### src/rtl/microcode_sequencer.sv
// microcode_sequencer
// Next-microaddress sequencer for a microprogrammed control unit. It keeps the
// current microaddress (upc), selects the next one from increment, opcode map,
// jump or jump-if-zero, and runs a three-state IDLE/RUN/DONE controller.
// Any next address outside the control store raises a sticky fault and
// returns the sequencer to IDLE instead of loading the bad address.

module microcode_sequencer #(
    parameter int unsigned ROM_DEPTH  = 128,
    parameter logic [15:0] FETCH_ADDR = 16'd0
) (
    input  logic        clk,
    input  logic        rst,
    input  logic        start,
    input  logic [15:0] map_addr,
    input  logic [15:0] ucode_next,
    input  logic [1:0]  ucode_sel,
    input  logic        z_flag,
    input  logic        halt,
    input  logic        stall,
    output logic [15:0] upc,
    output logic        running,
    output logic        done,
    output logic        fault
);

    // Controller states; the fourth encoding is unreachable and recovers to IDLE.
    typedef enum logic [1:0] {
        IDLE = 2'b00,
        RUN  = 2'b01,
        DONE = 2'b10
    } state_t;

    // Next-address select field of the control word.
    typedef enum logic [1:0] {
        SEL_INC = 2'b00,
        SEL_MAP = 2'b01,
        SEL_JMP = 2'b10,
        SEL_JZ  = 2'b11
    } sel_t;

    // Candidates are carried one bit wider than upc so that an increment from
    // 16'hFFFF is seen as out of range rather than wrapping to a legal 0.
    localparam logic [16:0] ADDR_LIMIT = 17'(ROM_DEPTH);

    state_t      state;
    state_t      state_nx;
    logic [15:0] upc_nx;
    logic        fault_nx;
    logic [16:0] upc_inc;
    logic [16:0] cand;
    logic        cand_ok;

    // Select the candidate next microaddress from the control word.
    always_comb begin
        // NOTE: every signal written in a combinational block gets a default
        // first, so no path through the case/if tree can leave it unassigned
        // and infer a latch.
        upc_inc = {1'b0, upc} + 17'd1;
        cand    = upc_inc;
        case (ucode_sel)
            SEL_INC: cand = upc_inc;
            SEL_MAP: cand = {1'b0, map_addr};
            SEL_JMP: cand = {1'b0, ucode_next};
            SEL_JZ:  cand = z_flag ? {1'b0, ucode_next} : upc_inc;
            default: cand = upc_inc;
        endcase
        cand_ok = (cand < ADDR_LIMIT);
    end

    // Next-state, next-upc and fault decode; stall beats halt, halt beats select.
    always_comb begin
        state_nx = state;
        upc_nx   = upc;
        fault_nx = fault;
        case (state)
            IDLE: begin
                if (start) begin
                    state_nx = RUN;
                    upc_nx   = FETCH_ADDR;
                    fault_nx = 1'b0;
                end
            end
            RUN: begin
                if (!stall) begin
                    if (halt) begin
                        // END bit: finish with upc left on the last word.
                        state_nx = DONE;
                    end else if (cand_ok) begin
                        upc_nx = cand[15:0];
                    end else begin
                        // Illegal target: abort rather than fetch garbage.
                        state_nx = IDLE;
                        upc_nx   = 16'd0;
                        fault_nx = 1'b1;
                    end
                end
            end
            DONE: begin
                state_nx = IDLE;
                upc_nx   = FETCH_ADDR;
            end
            default: begin
                state_nx = IDLE;
                upc_nx   = 16'd0;
            end
        endcase
    end

    // State, microaddress and fault registers with asynchronous reset.
    always_ff @(posedge clk or posedge rst) begin
        // NOTE: sequential state uses non-blocking assignments so every
        // register samples the pre-edge values, independent of statement order.
        if (rst) begin
            state <= IDLE;
            upc   <= 16'd0;
            fault <= 1'b0;
        end else begin
            state <= state_nx;
            upc   <= upc_nx;
            fault <= fault_nx;
        end
    end

    // Status outputs are pure decodes of the registered state.
    assign running = (state == RUN);
    assign done    = (state == DONE);

endmodule

### config.mk
export PLATFORM = sky130hd
export DESIGN_NAME = microcode_sequencer
export DESIGN_NICKNAME = d
export VERILOG_FILES = /design/src/rtl/microcode_sequencer.sv
export SDC_FILE = /design/constraint.sdc
export NUM_CORES = 1
export LEC_CHECK = 0
export ABC_AREA = 1
export CORE_AREA = 2 2 77 50
export CTS_BUF_LIST = sky130_fd_sc_hd__clkbuf_16
export CTS_CLUSTER_SIZE = 12
export DETAILED_ROUTE_END_ITERATION = 8
export DIE_AREA = 0 0 79 52
export PLACE_DENSITY = 0.92
export SETUP_SLACK_MARGIN = 0.3
export SYNTH_ARGS = -nofsm -noshare
export SYNTH_HDL_FRONTEND = slang
export SYNTH_SLANG_ARGS = --single-unit
### constraint.sdc
create_clock -name clk -period 3 [get_ports clk]
set_input_delay 0.75 -clock clk [delete_from_list [all_inputs] [get_ports clk]]
set_output_delay 0.75 -clock clk [all_outputs]
set_load 0.01 [all_outputs]
After elaboration in Yosys (flattened, before gate mapping)
Cells that the tools add are included.
{"block": "totals", "regBits": 19, "out_inout_bits": 19, "word_cells": 38}
{"block": "op_classes", "addsub": 1, "n_lt_le_gt_ge": 1, "eq_ne": 10, "mux": 17, "n_reduce_logical": 6}
{"op": "$pmux 17 s4", "count": 1}
{"op": "$mux 16", "count": 4}
{"op": "$pmux 16 s2", "count": 1}
{"op": "$add 16x1->17 const B", "count": 1}
{"op": "$lt 17x8->1 const B", "count": 1}
{"op": "$mux 17", "count": 1}
{"op": "$mux 2", "count": 4}
{"op": "$ne 2x2->1 const B", "count": 4}
{"op": "$eq 2x2->1 const B", "count": 3}
{"op": "$reduce_and 3->1", "count": 2}
{"op": "$reduce_and 5->1", "count": 1}
{"op": "$eq 2x1->1 const B", "count": 2}
{"op": "$logic_not 2->1", "count": 2}
{"op": "$mux 1", "count": 4}
{"op": "$pmux 2 s2", "count": 1}
{"op": "$ne 3x3->1 const B", "count": 1}
{"op": "$pmux 1 s2", "count": 1}
{"op": "$reduce_bool 2->1", "count": 1}

Longest topological paths before layout
Gate-level depths: netlist of the first run.
{"block": "depth", "ltp_word": 8, "ltp_mapped": 14, "ltp_nobuf": 14}

Worst setup path after synthesis of the first run
OpenSTA, ideal clock, no wires.
{"block": "synth_timing", "kind": "input-to-reg", "startpoint": "input z_flag", "endpoint": "register fault", "setup_ps": 118, "t_arrival_ps": 1757, "t_required_ps": 2882, "path_slack_ps": 1125, "stages": 12, "path_buffers": 0, "path_cell_list": "inv_1 > nand2_1 > nand3_1 > nand2_1 > nand2_1 > nand3_1 > nor2_1 > nand2_1 > nor2_2 > nand2_2 > a21oi_1 > nor2_1"}
{"block": "synth_via", "elab_chain_cells": 5}
{"item": "from (decl)", "line_no": "18", "source": "input logic z_flag,"}
{"item": "$mux 17", "line_no": "65", "source": "SEL_JZ: cand = z_flag ? {1'b0, ucode_next} : upc_inc;"}
{"item": "$pmux 17 s4", "line_no": "61", "source": "case (ucode_sel)"}
{"item": "$lt 17x8->1", "line_no": "68", "source": "cand_ok = (cand < ADDR_LIMIT);"}
{"item": "$ne 2x2->1 (no line)"}
{"item": "$reduce_and 5->1 (no line)"}
{"item": "to (signal assigned)", "line_no": "121", "source": "fault <= fault_nx;"}
{"item": "to (decl)", "line_no": "24", "source": "output logic fault"}
Every way passes these cells.
A chain may end at the register's enable or synchronous reset.

Worst setup path after layout of the first run
{"block": "layout_timing", "startpoint": "input ucode_sel[0]", "endpoint": "register upc[0]"}
{"block": "layout_via", "elab_chain_cells": 7, "word_cells_on_any_way": 10}
{"item": "from (decl)", "line_no": "17", "source": "input logic [1:0] ucode_sel,"}
{"item": "$eq 2x2->1, or another cell as far along", "line_no": "61"}
{"item": "$pmux 17 s4 (*)", "line_no": "61"}
{"item": "$lt 17x8->1", "line_no": "68"}
{"item": "$mux 16 (*)", "line_no": "89", "source": "end else if (cand_ok) begin"}
{"item": "$mux 16 (*)", "line_no": "86", "source": "if (halt) begin"}
{"item": "$mux 16 (*)", "line_no": "85", "source": "if (!stall) begin"}
{"item": "$pmux 16 s2 (*)", "line_no": "76", "source": "case (state)"}
{"item": "to (signal assigned)", "line_no": "120", "source": "upc <= upc_nx;"}
{"item": "to (decl)", "line_no": "21", "source": "output logic [15:0] upc,"}
Every way passes the cells marked *; elsewhere a longest branch is shown, timed or not. The select of a mux whose other input is x is not followed.

==> run_results.csv, run 1 <==
group,metric,value,unit
placed_design,dp.cells,367,
power,report.power.total,0.852,mW
power,power_leakage,1.17,nW
global_routing,grt_pass1_wl,8030,um
cells_and_area,layoutNonFillerInstCount,371,
clocking,hold_buffers,0,
clocking,cts-root-buf,"clkbuf_16",
timing,worst_clock_skew,0.00343,ns
clocking,tritoncts,"built",
timing,maxSlewHeadroom,51.7,%
power,max-vdd-ir-drop,0.000304,V
worst_setup_path,crit_required,3.20,ns
cells_and_area,areaGrowthSynthToFinish,46.2,%
clocking,cts.clk_slew.worst_paths,0.06,ns
hold_path,whs_path_depth,2,
routing,ant_nets,0,
die,rows,17,
timing,fmax,403,MHz
worst_setup_path,cpPeakStageDelay,0.56,ns
timing,rsz0062_at_grt,"no",
global_routing,grt_max_degree,20,
synth,synth_flop_cell,"dfrtp_1",
worst_setup_path,end_kind,"flip-flop",
synth,yosys_register_bits,19,
synth,synth_area,1560,um2
clocking,cts.sinks,19,
timing,fin_setup_tns,0,ns
routing,wire_per_inst,13.2,um
worst_setup_path,reg2reg_depth,13,
die,dieArea,4110,um2
outcome,status,"complete, no violations",
synth,ys_types,28,
timing,drv_slew,0,
synth,syn-instance-count,263,
clocking,post_cts_resized,0,
placed_design,dp_hpwl,3760,um
routing,routed_via_density,5.11,
power,p_seq_share,34.3,%
timing,layout_min_cycle_time,2.48,ns
timing,setup_ws,0.516,ns
clocking,post_cts_buffers,0,
routing,vias,1895,
placed_design,dp_slack,0.182,ns
cells_and_area,layout.nets,366,
cells_and_area,antenna_cells,0,
global_routing,grt_usage,24.9,%
synth,yosysTopAreaCell,"dfrtp_1",
flow_run,cap_violations,0,
die,core,3450,um2
synth,yosysSeqAreaShare,30.4,%
die,ios,59,
worst_setup_path,startpoint_type,"input port",
clocking,clock_latency,0.26,ns
placed_design,dpl_cell_area,2200,um2
worst_setup_path,critPathMaxFanout,6,
cells_and_area,final_util,66.3,%
worst_setup_path,path_class,"in -> reg",
cells_and_area,final_area,2280,um2
routing,routed_wl,4880,um
placed_design,place_congestion,0.906,
hold_path,holdCritPathClass,"reg -> reg",
placed_design,portBuffers,58,
timing,setup_viol,0,
synth,synth_common_cells,"nand2_1, inv_1, nand3_1, nor2_1, dfrtp_1",
power,clockPowerShare,34.1,%
timing,holdWs,0.514,ns
synth,async_flop_share,100,%
synth,synth.most_common_cell,"nand2_1",
worst_setup_path,critPathSlowestCell,"clkdlybuf4s50_1",
power,switching_share,32.4,%
global_routing,antenna_found_initial,0,
power,p_switching,0.276,mW
worst_setup_path,crit_top_cell,"nand2_1",
routing,drc,0,
clocking,clockBufferDepth,2,
power,share_comb_of_total_power,31.7,%
synth,synth.area.top_cells,"dfrtp_1, nand2_1, inv_1, nand3_1, nor2_1",
power,p_int,0.576,mW
worst_setup_path,crit_chain,"clkdlybuf4s50_1 > inv_1 > o21ai_0 > nand2_1 > nand2_1 > nand3_1 > nor2_1 > nand2_1 > nor2_2 > nand2_2 > nor2_2 > nand2_1 > nand2_1",
synth,avgSynthCellArea,5.94,um2
cells_and_area,drive_gt1_share,5.56,%
clocking,cts_buffers,3,
synth,synth-edff-count,0,
global_routing,overflow,0,
timing,hold_viol,0,
timing,fin_crit_sh,82.8,%
timing,worstMarginPinSlew,0.723,ns
die,start_util,45.4,%
synth,ys_warn_count,0,
clocking,htree_levels,1,
worst_setup_path,critPathArrivalTime,2.68,ns
routing,drtIter0Drc,170,
die,die_y,52,um
synth,syn-num-nets,304,
power,power_density,373,nW/um2
routing,drtPass1Iterations,5,
die,die_x,79,um
synth,yosys.area.top_type_share,30.4,%
global_routing,grt_pass1_vias,1776,
[cell usage in the layout, fill, tap and decap left out]
cell type        Yosys  routed
nand2_1             98      97
clkdlybuf4s50_1      0      58
inv_1               43      42
nor2_1              26      26
nand3_1             26      26
dfrtp_1             19      19
o21ai_0              9       9
nand4_1              6       6
a21oi_1              4       4
nor2_2               4       4
o21bai_1             4       4
inv_2                2       3
clkbuf_16            0       3
nand2_2              1       2
xor2_1               2       2
o211ai_1             2       2
a32o_1               2       2
or2_2                2       2
nor3_1               1       1
o21ai_1              1       1
a31o_2               1       1
clkinv_1             1       1
o21ai_2              1       1
xnor2_1              1       1
a22o_1               1       1
o31ai_1              1       1
a31oi_1              1       1
a32oi_1              1       1
ha_1                 1       1
clkinvlp_4           0       1
buf_4                0       1
[final cells by class]
cell class / instances / area (um2)
fillers: 317 / 1160
multi-input cells: 196 / 907
repair buffers: 59 / 588
flip-flops and latches: 19 / 475
inverters: 46 / 173
clock buffers: 3 / 75.1
well taps: 47 / 58.8
clock inverters: 1 / 7.51
[registers in the layout (all words and copies together), names as in the netlist]
signal,count
fault,1
state,2
upc,16
[power groups by stage]
| stage | combinational [mW] | sequential (mW) | clock [mW] |
|---|---|---|---|
| 2_1_floorplan | 0.142 | 0.296 | 0 |
| 3_3_place_gp | 0.260 | 0.296 | 0 |
| 3_5_place_dp | 0.267 | 0.295 | 0 |
| 4_1_cts | 0.269 | 0.291 | 0.290 |
| 5_1_grt | 0.299 | 0.294 | 0.302 |
| 6_report | 0.270 | 0.292 | 0.290 |
[final timing paths]
kind | startpoint | end | slack [ns]
min in group asynchronous | rst | upc[5] | 0.91
max in group asynchronous | rst | upc[3] | 1.63
setup / recovery | ucode_sel[0] | upc[0] | 0.52
hold reg to reg | fault | fault | 0.51
hold / removal | fault | fault | 0.51
setup reg to reg | upc[0] | upc[0] | 0.92
[routing by layer]
| layer | GRT usage (%) | wire length (um) | vias up |
|---|---|---|---|
| li1 | - | - | 955 |
| met1 | 34.7 | 2400 | 847 |
| met2 | 39.5 | 1940 | 87 |
| met3 | 7.47 | 506 | 6 |
| met4 | 3.16 | 30 | 0 |
| met5 | 0 | 0 | - |
[worst max-delay path: cells and delay by family]
family | cells | cell delay [ns]
buffers and inverters | 2 | 0.69
AOI/OAI and AO/OA | 1 | 0.33
and+or+nand+nor | 10 | 0.92
[cell families after synthesis]
kind of cell,synth area share (%)
adder cells (fa/ha/maj),0.801
AND/OR/NAND/NOR,43.6
buffers and inverters,11.7
AO/OA/AOI/OAI,11.8
flip-flops,30.4
XOR/XNOR,1.68
Note: power is estimated with default switching activity, not from simulation.
==> run 2, diff against run 1 <==
--- a/config.mk
+++ b/config.mk
@@ -6,12 +6,12 @@
 export NUM_CORES = 1
 export LEC_CHECK = 0
 export ABC_AREA = 1
-export CORE_AREA = 2 2 77 50
+export CORE_AREA = 2 2 80 52
 export CTS_BUF_LIST = sky130_fd_sc_hd__clkbuf_16
 export CTS_CLUSTER_SIZE = 12
 export DETAILED_ROUTE_END_ITERATION = 8
-export DIE_AREA = 0 0 79 52
-export PLACE_DENSITY = 0.92
+export DIE_AREA = 0 0 82 54
+export PLACE_DENSITY = 0.87
 export SETUP_SLACK_MARGIN = 0.3
 export SYNTH_ARGS = -nofsm -noshare
 export SYNTH_HDL_FRONTEND = slang
==> constraint.sdc (replaced) <==
create_clock -name clk -period 2.4 [get_ports clk]
set_input_delay 0.6 -clock clk [delete_from_list [all_inputs] [get_ports clk]]
set_output_delay 0.6 -clock clk [all_outputs]
set_load 0.01 [all_outputs]
==> run 2 against run 1 <==
  * Combinational power up 36%
  * First-iteration DRC count down 12%
  * Sequential cell count stayed put
  * Largest power group is now combinational logic
  * Sequential share of layout area is 1.1 points lower
  * Wire length is 1.7% higher
  * Die area increased by 7.8%
  * Design area is 6.4% higher
==> run_results.csv, run 2 (same netlist as run 1, synthesis figures left out) <==
group,metric,value,unit
outcome,status,"complete, no violations",
cells_and_area,final_common_cell,"nand2_1",
timing,fmax,496,MHz
power,switching_share,31.3,%
timing,worst_clock_skew,0.00477,ns
global_routing,grt_pass1_wl,7290,um
die,die_x,82,um
power,p_seq_share,33.8,%
routing,routed_wl,4970,um
global_routing,grt_pass1_vias,1644,
global_routing,grt_usage,22.1,%
worst_setup_path,critPathMaxFanout,5,
timing,hold_viol,0,
worst_setup_path,end_kind,"output pin",
timing,holdWs,0.515,ns
global_routing,use_met2,35.0,%
timing,drv_slew,0,
placed_design,place_congestion,0.935,
flow_run,cap_violations,0,
routing,ant_nets,0,
clocking,tritoncts,"built",
timing,fin_crit_sh,84.0,%
hold_path,holdCritPathClass,"reg -> reg",
cells_and_area,antenna_cells,0,
worst_setup_path,path_class,"reg -> out",
worst_setup_path,critPathBufInv,1,
placed_design,dp_hpwl,3690,um
cells_and_area,final_util,64.2,%
routing,wire_per_inst,12.9,um
routing,routed_via_density,5.04,
global_routing,grt_max_degree,20,
timing,fin_setup_tns,0,ns
power,power_density,442,nW/um2
clocking,clock_latency,0.25,ns
die,start_util,41.3,%
power,p_switching,0.336,mW
routing,drtPass1Iterations,5,
routing,drc,0,
cells_and_area,layout.nets,378,
power,share_comb_of_total_power,34.1,%
worst_setup_path,cpPeakStageDelay,0.56,ns
clocking,htree_levels,1,
worst_setup_path,crit_chain,"nor2_1 > clkdlybuf4s50_1",
timing,worstMarginPinSlew,0.720,ns
worst_setup_path,critPathTopFamily,"buffers and inverters",
worst_setup_path,startpoint_type,"flip-flop",
global_routing,overflow,0,
clocking,clockBufferDepth,2,
die,rows,18,
cells_and_area,fillers,325,
clocking,cts.sinks,19,
power,power_leakage,1.30,nW
cells_and_area,largest_reg_flops,16,
power,max-vdd-ir-drop,0.000402,V
timing,maxSlewHeadroom,51.9,%
clocking,cts.clk_slew.worst_paths,0.05,ns
timing,layout_min_cycle_time,2.02,ns
worst_setup_path,critPathSlowestCell,"clkdlybuf4s50_1",
die,die_y,54,um
cells_and_area,drive_gt1_share,12.5,%
cells_and_area,areaGrowthSynthToFinish,55.5,%
die,dieArea,4430,um2
global_routing,grt_use_met3,5.37,%
worst_setup_path,crit_required,1.80,ns
cells_and_area,top_regs,"upc: 16 flops, state: 2 flops, fault: 1 flops",
die,ios,59,
cells_and_area,final_cell_mix,"nand2_1, clkdlybuf4s50_1, inv_1, nor2_1, nand3_1",
clocking,hold_buffers,0,
global_routing,grt.busiest_layer,"met2",
global_routing,antenna_found_initial,0,
routing,drtIter0Drc,150,
placed_design,portBuffers,58,
power,clockPowerShare,32.1,%
power,p_int,0.738,mW
routing,vias,1947,
worst_setup_path,critPathArrivalTime,1.42,ns
cells_and_area,largest-register,"upc",
clocking,cts_buffers,3,
timing,setup_viol,0,
clocking,cts-root-buf,"clkbuf_16",
timing,rsz0062_at_grt,"no",
global_routing,use_met1,30.3,%
die,core,3780,um2
[run 2: cell types whose count changed in the layout (fill, tap and decap cells not counted), sizes merged]
cell           before  now
clkinvlp            1    0
dlymetal6s2s        0    9
clkdlybuf4s50      58   47
dlygate4sd2         0    1
clkinv              1    2
buf                 1   13
clkbuf              3    4
[run 2: cell type report]
type / count / area [um2] / share of cell area [%]
multi-input cells: 196 / 942 / 38.8
repair buffers: 71 / 694 / 28.6
flip-flops and latches: 19 / 478 / 19.7
inverters: 46 / 173 / 7.11
clock buffers: 3 / 75.1 / 3.09
well taps: 50 / 62.6 / 2.57
clock inverters: 1 / 5.00 / 0.206
[run 2: routing by layer]
layer	part of all wire [%]	wire length (um)
met1	44	2200
met2	44	2160
met3	11	558
met4	0.99	49
met5	0	0
[run 2: tightest hold or removal path, delay by kind of cell (launching register included)]
family	cells	cell delay, ns
compound gates	1	0.04
flops	1	0.34
simple gates	1	0.09
[run 2: timing repair]
item	in CTS	in global routing
buffers inserted	0	2
setup endpoints to repair	9	9
resized for setup	7	23
pin swaps	2	15
[run 2: through the flow]
| step | instances | total power, mW | setup slack, ns | instance area [um2] |
|---|---|---|---|---|
| floorplan | 263 | 0.547 | 0.660 | 1560 |
| global placement | 380 | 0.717 | 0.0279 | 2280 |
| detailed placement | 380 | 0.725 | -0.0250 | 2280 |
| global route | 386 | 1.13 | 0.315 | 2430 |
| CTS | 384 | 1.07 | 0.318 | 2360 |
| finish | 386 | 1.07 | 0.385 | 2430 |
[run 2: worst paths after layout]
kind | start | end | slack [ns] | cells after the start
worst max-delay path | state[1] | running | 0.38 | 2
worst min-delay path | fault | fault | 0.52 | 2
worst max register to register | upc[0] | upc[4] | 0.51 | 11
worst min register to register | fault | fault | 0.52 | 2
max in group asynchronous | rst | upc[0] | 1.14 | 2
min in group asynchronous | rst | upc[13] | 0.76 | 2
[run 2: power groups by stage]
stage | sequential (mW) | clock (mW) | combinational [mW]
2_1_floorplan | 0.370 | 0 | 0.177
5_1_grt | 0.365 | 0.361 | 0.401
3_5_place_dp | 0.368 | 0 | 0.357
6_report | 0.363 | 0.345 | 0.366
4_1_cts | 0.362 | 0.346 | 0.360
3_3_place_gp | 0.368 | 0 | 0.349
